<file path="src/rtl/booth_seq_divider.sv">
// Sequential signed divider: 32/16 radix-2 non-restoring on magnitudes, valid/ready both sides.
// Define DIV_SATURATE_EN to saturate the quotient on overflow; otherwise the quotient wraps.
module booth_seq_divider #(
  parameter int DIVIDEND_W = 32,
  parameter int DIVISOR_W  = 16
) (
  input  logic                  clk,
  input  logic                  rst,
  input  logic                  in_valid,
  output logic                  in_ready,
  input  logic [DIVIDEND_W-1:0] dividend,
  input  logic [DIVISOR_W-1:0]  divisor,
  output logic                  out_valid,
  input  logic                  out_ready,
  output logic [DIVISOR_W-1:0]  quotient,
  output logic [DIVISOR_W-1:0]  remainder,
  output logic                  div_by_zero,
  output logic                  overflow
);

  localparam int PW = DIVISOR_W + 2;
  localparam logic [DIVIDEND_W-1:0] ONE_N   = DIVIDEND_W'(1);
  localparam logic [DIVISOR_W-1:0]  ONE_D   = DIVISOR_W'(1);
  localparam logic [DIVIDEND_W-1:0] POS_LIM = DIVIDEND_W'(2 ** (DIVISOR_W - 1) - 1);
  localparam logic [DIVIDEND_W-1:0] NEG_LIM = DIVIDEND_W'(2 ** (DIVISOR_W - 1));

  typedef enum logic [2:0] {IDLE, PREP, ITER, FIX, DONE} state_t;

  state_t                state;
  logic [DIVIDEND_W-1:0] dvd_r;
  logic [DIVISOR_W-1:0]  dvs_r;
  logic [DIVIDEND_W-1:0] q_r;
  logic [DIVISOR_W-1:0]  mag_d;
  logic [PW-1:0]         p_r;
  logic [5:0]            cnt;

  logic                  dvd_neg;
  logic                  q_neg;
  logic                  q_ovf;
  logic [DIVIDEND_W-1:0] abs_dvd;
  logic [DIVISOR_W-1:0]  abs_dvs;
  logic [PW-1:0]         d_ext;
  logic [PW-1:0]         p_shift;
  logic [PW-1:0]         p_step;
  logic [DIVISOR_W-1:0]  rem_mag;
  logic [DIVISOR_W-1:0]  rem_signed;
  logic [DIVISOR_W-1:0]  q_wrap;

  // Unsigned magnitudes: -2^31 negates to 0x80000000, which reads correctly as 2^31.
  assign dvd_neg = dvd_r[DIVIDEND_W-1];
  assign q_neg   = dvd_r[DIVIDEND_W-1] ^ dvs_r[DIVISOR_W-1];
  assign abs_dvd = dvd_neg ? (~dvd_r + ONE_N) : dvd_r;
  assign abs_dvs = dvs_r[DIVISOR_W-1] ? (~dvs_r + ONE_D) : dvs_r;

  assign d_ext   = {2'b00, mag_d};
  assign p_shift = {p_r[PW-2:0], q_r[DIVIDEND_W-1]};
  assign p_step  = p_r[PW-1] ? (p_shift + d_ext) : (p_shift - d_ext);

  // The restored remainder lies in [0, |divisor|), so low-bit arithmetic is exact.
  assign rem_mag    = p_r[PW-1] ? (p_r[DIVISOR_W-1:0] + mag_d) : p_r[DIVISOR_W-1:0];
  assign rem_signed = dvd_neg ? (~rem_mag + ONE_D) : rem_mag;
  assign q_wrap     = q_neg ? (~q_r[DIVISOR_W-1:0] + ONE_D) : q_r[DIVISOR_W-1:0];
  assign q_ovf      = q_neg ? (q_r > NEG_LIM) : (q_r > POS_LIM);

`ifdef DIV_SATURATE_EN
  logic [DIVISOR_W-1:0] q_sat;
  assign q_sat = q_neg ? {1'b1, {(DIVISOR_W-1){1'b0}}} : {1'b0, {(DIVISOR_W-1){1'b1}}};
`endif

  always_ff @(posedge clk) begin
    if (rst) begin
      state       <= IDLE;
      in_ready    <= 1'b1;
      out_valid   <= 1'b0;
      quotient    <= '0;
      remainder   <= '0;
      div_by_zero <= 1'b0;
      overflow    <= 1'b0;
      dvd_r       <= '0;
      dvs_r       <= '0;
      q_r         <= '0;
      mag_d       <= '0;
      p_r         <= '0;
      cnt         <= '0;
    end else begin
      case (state)
        IDLE: begin
          if (in_valid) begin
            dvd_r    <= dividend;
            dvs_r    <= divisor;
            in_ready <= 1'b0;
            state    <= PREP;
          end
        end
        PREP: begin
          q_r   <= abs_dvd;
          mag_d <= abs_dvs;
          p_r   <= '0;
          cnt   <= 6'(DIVIDEND_W - 1);
          // A zero divisor skips the iterations and is published through FIX.
          state <= (dvs_r == '0) ? FIX : ITER;
        end
        ITER: begin
          p_r <= p_step;
          q_r <= {q_r[DIVIDEND_W-2:0], ~p_step[PW-1]};
          if (cnt == 6'd0) state <= FIX;
          else             cnt   <= cnt - 6'd1;
        end
        FIX: begin
          out_valid <= 1'b1;
          state     <= DONE;
          if (dvs_r == '0) begin
            quotient    <= '0;
            remainder   <= dvd_r[DIVISOR_W-1:0];
            div_by_zero <= 1'b1;
            overflow    <= 1'b0;
          end else begin
            remainder   <= rem_signed;
            div_by_zero <= 1'b0;
            overflow    <= q_ovf;
`ifdef DIV_SATURATE_EN
            quotient    <= q_ovf ? q_sat : q_wrap;
`else
            quotient    <= q_wrap;
`endif
          end
        end
        DONE: begin
          if (out_ready) begin
            out_valid <= 1'b0;
            in_ready  <= 1'b1;
            state     <= IDLE;
          end
        end
        default: state <= IDLE;
      endcase
    end
  end

endmodule

</file>
<file path="config.mk">
export PLATFORM = sky130hd
export DESIGN_NAME = booth_seq_divider
export DESIGN_NICKNAME = d
export VERILOG_FILES = /design/src/rtl/booth_seq_divider.sv
export SDC_FILE = /design/constraint.sdc
export NUM_CORES = 1
export LEC_CHECK = 0
export BUFFER_PORTS_ARGS = -buffer_cell sky130_fd_sc_hd__buf_4
export CAP_MARGIN = 5
export CORE_MARGIN = 2
export CORE_UTILIZATION = 45
export CTS_CLUSTER_SIZE = 12
export DETAILED_ROUTE_END_ITERATION = 7
export GPL_TIMING_DRIVEN = 0
export PLACE_DENSITY_LB_ADDON = 0.15
export SETUP_SLACK_MARGIN = 0.1
export SKIP_CTS_REPAIR_TIMING = 1
export SYNTH_ARGS = -nofsm -noshare
export SYNTH_HDL_FRONTEND = slang
export SYNTH_SLANG_ARGS = --single-unit
</file>
<file path="constraint.sdc">
create_clock -name clk -period 12.8 [get_ports clk]
set_clock_uncertainty 0.1 [all_clocks]
set_input_delay 3.84 -clock clk [delete_from_list [all_inputs] [get_ports clk]]
set_output_delay 3.84 -clock clk [all_outputs]
set_load 0.03 [all_outputs]
</file>
Word level (Yosys, flattened, before mapping)
Index checks and enable logic that the tools add are counted.
Widths: inputs -> output; s select.
{"block": "totals", "ff_bits": 159, "inputBits": 52, "out_inout_bits": 36, "elab_cells": 73}
{"block": "classes", "addsub": 8, "n_lt_le_gt_ge": 2, "eq_ne": 8, "n_mux": 25, "bitwise": 6, "reduce_logical": 11}
{"cell": "$mux 16", "count": 6}
{"cell": "$pmux 32 s2", "count": 1}
{"cell": "$add 16x1->16 const B", "count": 3}
{"cell": "$not 16->16", "count": 3}
{"cell": "$pmux 18 s2", "count": 1}
{"cell": "$add 32x1->32 const B", "count": 1}
{"cell": "$gt 32x15->1 const B", "count": 1}
{"cell": "$gt 32x16->1 const B", "count": 1}
{"cell": "$mux 32", "count": 1}
{"cell": "$not 32->32", "count": 1}
{"cell": "$add 18x16->18", "count": 1}
{"cell": "$mux 18", "count": 1}
{"cell": "$sub 18x16->18", "count": 1}
{"cell": "$add 16x16->16", "count": 1}
{"cell": "$logic_not 16->1", "count": 1}
{"cell": "$pmux 3 s5", "count": 1}
{"cell": "$pmux 6 s2", "count": 1}
{"cell": "$mux 3", "count": 3}
{"cell": "$ne 2x2->1 const B", "count": 4}
{"cell": "$mux 1", "count": 7}
{"cell": "$eq 3x2->1 const B", "count": 2}
{"cell": "$logic_not 6->1", "count": 1}
{"cell": "$mux 6", "count": 1}
{"cell": "$reduce_and 2->1", "count": 3}
{"cell": "9 further kinds", "count": 13}

Logic depth before layout (Yosys ltp)
Gate-level depths: netlist (run 1).
{"block": "logic_depth", "ltp_word": 6, "depth_mapped": 18, "mapped_depth_nobuf": 18}

Worst setup path after synthesis (run 1)
Ideal clock, no wire load.
{"block": "synth_path", "path_kind": "input -> register", "startpoint": "input in_valid", "endpoint": "register dvs_r[15]", "setup_ns": 0.070, "arrival_time_ns": 4.778, "t_required_ns": 12.630, "path_slack_ns": 7.852, "path_stages": 6, "cell_sequence": "nand2_1 > or2_2 > clkbuf_1 > clkbuf_1 > nand2_1 > a21oi_1"}
{"block": "synth_via", "elab_chain_cells": 1}
{"element": "start, declared", "line": "9", "source": "input logic in_valid,"}
{"element": "$reduce_and 2->1 (no line)"}
{"element": "end signal, assigned", "line": "90", "source": "dvs_r <= divisor;"}
{"element": "end, declared", "line": "31", "source": "logic [DIVISOR_W-1:0] dvs_r;"}
No other way between the ends.
A chain may end at the register's enable or synchronous reset.

Final worst setup path (run 1)
{"block": "layout_path", "startpoint": "input rst", "endpoint": "register p_r[17]"}
{"element": "start, declared", "line": "8", "source": "input logic rst,"}
{"element": "end signal, assigned", "line": "104", "source": "p_r <= p_step;"}
{"element": "end, declared", "line": "34", "source": "logic [PW-1:0] p_r;"}
No word-level cell between the ends.

==> results of run 1 <==
==> Yosys cell counts, drive strengths merged, types with 12 or more instances <==
| cell | number | area (µm²) |
|---|---|---|
| a21oi | 144 | 721 |
| nand2 | 197 | 739 |
| ha | 39 | 488 |
| o31ai | 17 | 141 |
| or4 | 13 | 101 |
| a211oi | 23 | 173 |
| nor3 | 31 | 155 |
| dfxtp | 159 | 3180 |
| xor2 | 40 | 350 |
| o21ai | 45 | 225 |
| a22oi | 48 | 360 |
| or3 | 18 | 123 |
| nor2 | 99 | 372 |
| clkbuf | 62 | 233 |
| nand3 | 23 | 115 |
| buf | 12 | 46.3 |
| inv | 28 | 105 |
| xnor2 | 65 | 569 |
==> cell type report <==
type	instances	share of cell area (%)
Buffer	74	2.49
Multi-Input combinational cell	969	53.6
Sequential cell	159	28.4
Clock inverter	14	1.74
Tap cell	275	3.07
Timing Repair Buffer	86	5.76
Inverter	30	1.01
Clock buffer	18	3.92
==> registers in the layout (all words and copies together), names as in the netlist, 3 cells and up <==
signal and flops:
dvs_r 16, state 3, cnt 6, dvd_r 32, remainder 16, q_r 32
quotient 16, p_r 18, mag_d 16
==> path summary, 6_finish.rpt <==
check                                              start                       end  slack [ps]  cells past startpoint
worst max-delay path                                 rst      p_r[17]$_SDFFE_PP0P_        7510                      4
worst min-delay path            quotient[0]$_SDFFE_PP0P_  quotient[0]$_SDFFE_PP0P_         350                      2
worst max register to register      p_r[17]$_SDFFE_PP0P_      p_r[17]$_SDFFE_PP0P_        7520                     16
worst min register to register  quotient[0]$_SDFFE_PP0P_  quotient[0]$_SDFFE_PP0P_         350                      2
==> per-layer routing <==
| metal | GRT usage (%) | vias to the layer above | share of wire (%) |
|---|---|---|---|
| met3 | 4.33 | 42 | 6.9 |
| met5 | 0 | - | 0 |
| met2 | 40.0 | 333 | 44 |
| met4 | 6.46 | 0 | 1.7 |
| met1 | 36.4 | 4301 | 48 |
| li1 | - | 4653 | - |
==> cell families after synthesis <==
family,count (synthesis),share of synthesized area [%]
and+or+nand+nor,448,21.6
AOI/OAI and AO/OA,363,24.7
DFF,159,33.2
xor gates and xnor gates,105,9.60
buffers and inverters,104,4.09
adders and majority gates,41,5.51
muxes,12,1.28
==> power groups by stage <==
stage                     Clock, mW  Combinational [mW]  Sequential (mW)
after floorplan                   0                1.32            0.738
after global placement            0                1.69            0.772
after detailed placement          0                1.71            0.774
after CTS                     0.556                1.72            0.763
after global routing          0.579                1.94            0.785
final                         0.547                1.74            0.769
==> metrics by stage <==
stage	setup slack, ps	power [mW]	cells	hold WS, ps
3_3_place_gp	7120	2.47	1593	340
5_1_grt	7030	3.30	1625	365
4_1_cts	7560	3.04	1625	355
2_1_floorplan	7850	2.06	1232	345
6_report	7510	3.05	1625	352
3_5_place_dp	7110	2.49	1593	346
==> worst max-delay path: cells and delay by family <==
| family | cells | cell delay (ps) |
|---|---|---|
| simple gates | 1 | 140 |
| buf+inv | 3 | 1470 |
==> results.cfg, run 1 <==
[outcome]
status = finished, final reports clean

[die]
ios = 88
coreArea_um2 = 21000
die_x_um = 150
row_count = 53
start_util_pct = 45.7
fp.dieArea_um2 = 22500
die_h_um = 150

[placement]
gp_congestion = 0.932
dpl.hpwl_um = 22000
numPortBuffers = 86
postPlaceCellArea_um2 = 10600

[routing]
vias = 9329
drt_pass1_iterations = 5
detail-route-antenna-nets = 0
routed_via_density = 5.74
dr.first_iter.drc_count = 780
drc = 0
totalWireLength_um = 28400
routedWlPerCell_um = 17.5

[yosys]
synth_cells = 1232
ys_seq_area_share_pct = 33.2
yosysWarnings = 0
ys_async_sr_fraction_pct = 0
syn_nets = 1325
synth-seq-cells = 159
synth_cell_types = 66
synthFlopType = dfxtp_1
synth-edff-count = 0
syn_avg_cell_area_um2 = 7.78
syn_area_um2 = 9580

[worst_setup_path]
critPathLaunchType = primary input
crit_fanout = 10
crit_type = in2reg
crit_top_cell = clkbuf_1
cp.arrival_ps = 5470
crit_path_end_kind = flop
crit_chain = clkbuf_1, clkbuf_1, clkbuf_1, nor2_1
cp_slowest_cell = clkbuf_1
slowest_delay_ps = 660
critical_path_required_ps = 12980

[layout]
multi_input_area_um2 = 6000
drive_above_1_share_pct = 10.0
final_util_pct = 53.5
diodes = 0
final_cell_mix = nand2_1 (197), dfxtp_1 (159), a21oi_1 (144), nor2_1 (99), buf_4 (86)
syn_to_final_growth_pct = 17.0
layout_commonest_cell = nand2_1
nFillCells = 2138
final_nets = 1430
regArea_um2 = 3180
fin_area_um2 = 11200

[grt]
grt_usage_pct = 25.5
grt_max_degree = 17
grt_overflow = 0
grt_pass1_vias = 8326
antenna_found_initial = 0
grt_pass1_wl_um = 45000

[timing]
finalCritPeriodShare_pct = 41.3
tns_ps = 0
drv_slew = 0
hold_viol_final = 0
max_slew_margin_pct = 12.9
fin_crit_ps = 5290
setup_viol = 0
fmax_mhz = 189
worstMarginPinSlew_ps = 1300
grt_setup_unrepaired = false

[cts]
cts_num_sinks = 159
cts_buffer_depth = 2
cts_inserted_buffers = 17
clk_pin_slew_ps = 70
cts_root_buf = clkbuf_16
clk_latency_ps = 440
htree_num_levels = 4
cts_tree = built

[hold_path]
hp-class = reg2reg

[flow_run]
cap_violations = 0

[power_and_ir_drop]
power_density_nw_per_um2 = 273
swShare_pct = 47.0
p_clk_share_pct = 17.9
p_sw_mw = 1.44
ir_drop_mv = 0.109
p_leak_nw = 4.33
comb_power_share_pct = 56.9
intPower_mw = 1.62
pwr-share-seq_pct = 25.2
No activity file was read; power rests on OpenSTA's default activity.
==> inputs of run 2 (changes only) <==
==> constraint.sdc (replaced) <==
create_clock -name clk -period 4.8 [get_ports clk]
set_clock_uncertainty 0.1 [all_clocks]
set_input_delay 1.44 -clock clk [delete_from_list [all_inputs] [get_ports clk]]
set_output_delay 1.44 -clock clk [all_outputs]
set_load 0.03 [all_outputs]
==> results.cfg, run 2 (synthesized netlist as in run 1, its figures left out) <==
[outcome]
status = finished, final reports clean

[timing]
fin_crit_ps = 4250
fmax_mhz = 235
hold_viol_final = 0
finalCritPeriodShare_pct = 88.6
grt_setup_unrepaired = false
drv_slew = 0
max_slew_margin_pct = 10.1
tns_ps = 0
timing.hold.ws_ps = 351
worstMarginPinSlew_ps = 1340
setup_viol = 0

[power_and_ir_drop]
swShare_pct = 47.0
p_clk_share_pct = 17.9
p_leak_nw = 4.34
p_sw_mw = 3.83
pwr-share-seq_pct = 25.2
comb_power_share_pct = 56.9
ir_drop_mv = 0.297
power_density_nw_per_um2 = 727
total_power_mw = 8.14
intPower_mw = 4.32

[layout]
reg.largest.list = dvd_r (32), q_r (32), p_r (18)
layout_commonest_cell = nand2_1
final_cell_mix = nand2_1 (197), dfxtp_1 (159), a21oi_1 (144), nor2_1 (99), buf_4 (86)
final_nets = 1428
diodes = 0
finalNonFillerCells = 1623
nFillCells = 2134
drive_above_1_share_pct = 10.2
syn_to_final_growth_pct = 16.9

[routing]
routedWlPerCell_um = 17.4
drt_pass1_iterations = 5
vias = 9279
dr.first_iter.drc_count = 785
drc = 0
routed_via_density = 5.72
detail-route-antenna-nets = 0
totalWireLength_um = 28300

[die]
die_h_um = 150
die_x_um = 150
row_count = 53
fp.dieArea_um2 = 22500
start_util_pct = 45.7
ios = 88
coreArea_um2 = 21000

[cts]
htree_num_levels = 4
cts_tree = built
cts_root_buf = clkbuf_16
cts_buffer_depth = 2
cts_num_sinks = 159
cts_inserted_buffers = 17
clk_pin_slew_ps = 70
clk_latency_ps = 440

[worst_setup_path]
crit_type = reg2reg
critical_path_required_ps = 5050
crit_fanout = 7
critPathLaunchType = flop
crit_path_end_kind = flop
cp.arrival_ps = 4510

[placement]
numPortBuffers = 86
dpl.hpwl_um = 22000
gp_congestion = 0.932
dp_cells = 1593

[flow_run]
cap_violations = 0

[grt]
grt_usage_pct = 25.5
grt_max_degree = 17
grt_overflow = 0
grt_pass1_vias = 8326
grt_pass1_wl_um = 45000
antenna_found_initial = 0

[hold_path]
hp-class = reg2reg
[run 2: cell types whose count changed in the layout (fill, tap and decap cells not counted)]
cell      before  now
buf_1         11    9
clkbuf_1      62   59
clkbuf_2       0    2
clkbuf_4       0    1
[run 2: layout make-up]
type / count / area, µm² / share of cell area (%)
buffer: 72 / 278 / 2.48
clock buffer: 18 / 439 / 3.92
clock inverter: 14 / 195 / 1.74
inverter: 30 / 113 / 1.01
multi-input combinational: 969 / 6000 / 53.6
sequential: 159 / 3180 / 28.4
tap: 275 / 344 / 3.07
timing repair buffer: 86 / 646 / 5.76
[run 2: through the flow]
| step | util, % | worst slack (ps) | instance area (µm²) |
|---|---|---|---|
| floorplan | - | 637 | 9580 |
| CTS | 53.5 | -375 | 11200 |
| detailed placement | 50.4 | -338 | 10600 |
| finish | 53.5 | 547 | 11200 |
| global placement | 50.4 | -387 | 10600 |
| global route | 53.5 | 130 | 11200 |
[run 2: metal layers]
metal	vias to the layer above	wire, µm	track usage [%]
met5	-	0	0
met4	0	522	6.46
met3	47	1850	4.33
met2	299	12400	40.0
met1	4287	13600	36.4
li1	4646	-	-
[run 2: power groups by stage]
stage / registers, mW / clock network, mW / logic [mW]
2_1_floorplan: 1.97 / 0 / 3.53
3_3_place_gp: 2.06 / 0 / 4.52
3_5_place_dp: 2.06 / 0 / 4.57
4_1_cts: 2.03 / 1.48 / 4.59
5_1_grt: 2.09 / 1.54 / 5.16
6_report: 2.05 / 1.46 / 4.63
[run 2: path summary, 6_finish.rpt]
check,from,endpoint,slack [ps],cells after the start
worst max-delay path,mag_d[1]$_SDFFE_PP0P_,p_r[17]$_SDFFE_PP0P_,550,18
worst min-delay path,quotient[0]$_SDFFE_PP0P_,quotient[0]$_SDFFE_PP0P_,350,2
worst max register to register,mag_d[1]$_SDFFE_PP0P_,p_r[17]$_SDFFE_PP0P_,550,18
worst min register to register,quotient[0]$_SDFFE_PP0P_,quotient[0]$_SDFFE_PP0P_,350,2
[run 2: critical path, stage by stage, from the launching register on]
cell	delay, ps
dfxtp_1	410
inv_1	90
ha_1	170
nand2_1	60
nor3_1	200
nand2b_1	120
nor4_1	510
nor2_1	110
xnor2_1	150
ha_1	360
a21oi_1	150
nand2_1	70
a21o_1	210
a32o_1	250
o41ai_1	410
o21ai_0	200
xnor2_1	290
a22oi_1	140
nor2_1	150
==> inputs of run 3 (changes only) <==
--- a/config.mk
+++ b/config.mk
@@ -5,6 +5,7 @@
 export SDC_FILE = /design/constraint.sdc
 export NUM_CORES = 1
 export LEC_CHECK = 0
+export ABC_AREA = 1
 export BUFFER_PORTS_ARGS = -buffer_cell sky130_fd_sc_hd__buf_4
 export CAP_MARGIN = 5
 export CORE_MARGIN = 2
==> results.cfg, run 3 <==
[outcome]
status = finished, final reports clean

[yosys]
synth_top_area_share_pct = 32.0
netlist_top_cells_count = nand2_1 (356), a21oi_1 (171), dfxtp_1 (159)
yosysMostFrequentCell = nand2_1
syn_avg_cell_area_um2 = 6.57
ys_seq_area_share_pct = 32.0
yosysTopAreaCell = dfxtp_1
syn_nets = 1609
synth_cells = 1516
synth-edff-count = 0
syn_area_um2 = 9960
synth-seq-cells = 159
ys_async_sr_fraction_pct = 0
synthFlopType = dfxtp_1
synth_cell_types = 47
yosysWarnings = 0
synthTopCellsByArea = dfxtp_1 (32%), nand2_1 (13%), a21oi_1 (8.6%)

[worst_setup_path]
critical_path_required_ps = 5000
r2r-end = p_r[12]$_SDFFE_PP0P_
crit_type = reg2reg
crit_fanout = 10
cp.buffers_inverters = 3
critPathLaunchType = flop
crit_path_end_kind = flop
crit_top_cell = nor2_1
r2r-start = p_r[17]$_SDFFE_PP0P_
reg2reg_depth = 16
rrSetupSlack_ps = 1070
cp.arrival_ps = 3930
cp_slowest_cell = dfxtp_1
slowest_delay_ps = 500
cp_top_family = buffers and inverters
crit_chain = buf_2, buf_2, buf_1, nor2_1, xor2_1, ha_1, a21oi_1, a21oi_1, nor2_1, o21ai_1, a21boi_0, o21ai_1, nor2_1, nor2_1, nand2_1, a21oi_1

[die]
die_h_um = 153
die_x_um = 153
start_util_pct = 45.8
ios = 88
row_count = 54
fp.dieArea_um2 = 23300
coreArea_um2 = 21800

[cts]
cts_root_buf = clkbuf_16
cts_num_sinks = 159
htree_num_levels = 4
cts_tree = built
clk_latency_ps = 440
cts_inserted_buffers = 17
clk_pin_slew_ps = 70
cts_buffer_depth = 2

[grt]
grt_usage_pct = 27.2
grt_overflow = 0
antenna_found_initial = 0
grt_pass1_wl_um = 51000
grt_pass1_vias = 9621
grt_max_degree = 18

[power_and_ir_drop]
p_sw_mw = 3.16
power_density_nw_per_um2 = 569
comb_power_share_pct = 51.2
intPower_mw = 3.40
pwr-share-seq_pct = 28.3
swShare_pct = 48.2
total_power_mw = 6.55
p_clk_share_pct = 20.5
ir_drop_mv = 0.296
p_leak_nw = 5.06

[timing]
fmax_mhz = 268
drv_slew = 0
finalCritPeriodShare_pct = 77.7
fin_crit_ps = 3730
timing.final.ws_setup_ps = 1070
grt_setup_unrepaired = false
tns_ps = 0
timing.hold.ws_ps = 366
setup_viol = 0
max_slew_margin_pct = 23.2
worstMarginPinSlew_ps = 1140
hold_viol_final = 0

[routing]
dr.first_iter.drc_count = 808
routed_via_density = 5.44
drt_pass1_iterations = 5
totalWireLength_um = 31500
routedWlPerCell_um = 16.4
detail-route-antenna-nets = 0
vias = 10400
drc = 0

[layout]
final_cell_mix = nand2_1 (356), a21oi_1 (171), dfxtp_1 (159), inv_1 (156), nor2_1 (109)
final_nets = 1714
diodes = 0
reg.largest.list = dvd_r (32), q_r (32), p_r (18)
final_util_pct = 53.0
nFillCells = 2213
layout_commonest_cell = nand2_1
drive_above_1_share_pct = 11.8
syn_to_final_growth_pct = 15.7

[placement]
pre_cts_ws_ps = 1080
dpl.hpwl_um = 24600
gp_congestion = 0.945
numPortBuffers = 86

[hold_path]
holdPathStages = 2
hold_end = quotient[12]$_SDFFE_PP0P_
hp-class = reg2reg
hp-start = quotient[12]$_SDFFE_PP0P_

[flow_run]
cap_violations = 0
## run 3: changes by cell type after synthesis, sizes merged, moves of 13 or more
cell    previous run  this run
nand2            197       362
inv               28       174
o21ai             45       128
nand3             23       105
xnor2             65        13
a22oi             48         8
a21oi            144       173
a31oi              9        33
a211oi            23         0
or3               18         0
nor2              99       116
or4               13         0
## run 3: worst min-delay path: stages (launching register included)
cell and delay [ps]:
dfxtp_1 310, nand2_1 60, a21oi_1 50
## run 3: worst max-delay path by stage
stage	startpoint	to	depth (start not counted)
after global placement	p_r[17]$_SDFFE_PP0P_	p_r[12]$_SDFFE_PP0P_	16
final	p_r[17]$_SDFFE_PP0P_	p_r[12]$_SDFFE_PP0P_	16
after detailed placement	p_r[17]$_SDFFE_PP0P_	p_r[12]$_SDFFE_PP0P_	16
after floorplan	p_r[17]$_SDFFE_PP0P_	p_r[12]$_SDFFE_PP0P_	16
after CTS	p_r[17]$_SDFFE_PP0P_	p_r[12]$_SDFFE_PP0P_	16
after global routing	p_r[17]$_SDFFE_PP0P_	p_r[12]$_SDFFE_PP0P_	16
## run 3: final cells by class
cell class,instances,area [µm²],share of cell area [%]
multi-input cells,1117,5850,50.8
flip-flops and latches,159,3180,27.6
inverters,176,661,5.73
repair buffers,86,646,5.60
clock buffers,18,429,3.72
well taps,280,350,3.04
plain buffers,64,267,2.31
clock inverters,14,140,1.22
## run 3: kinds of logic after synthesis
logic type / count (synthesis) / share of synthesized area [%]
simple gates: 655 / 28.8
compound gates: 372 / 20.3
buf+inv: 240 / 9.31
flops: 159 / 32.0
xor+xnor: 49 / 4.31
fa+ha+maj: 41 / 5.30
## run 3: power groups by stage
stage | Clock, mW | Combinational [mW] | Sequential, mW
4_1_cts | 1.35 | 3.33 | 1.85
3_3_place_gp | 0 | 3.26 | 1.87
5_1_grt | 1.41 | 3.82 | 1.89
2_1_floorplan | 0 | 2.53 | 1.79
6_report | 1.34 | 3.35 | 1.86
3_5_place_dp | 0 | 3.31 | 1.88
## run 3: metal layers
metal / up-vias / part of all wire, % / GRT usage, %
li1: 5250 / - / -
met1: 4774 / 46 / 38.7
met2: 347 / 44 / 43.1
met3: 39 / 8.3 / 4.81
met4: 0 / 1.3 / 6.31
met5: - / 0 / 0
## run 3: per-stage QoR
stage,area [µm²],std cells
2_1_floorplan,9960,1516
3_3_place_gp,11000,1882
3_5_place_dp,11000,1882
4_1_cts,11500,1914
5_1_grt,11500,1914
6_report,11500,1914
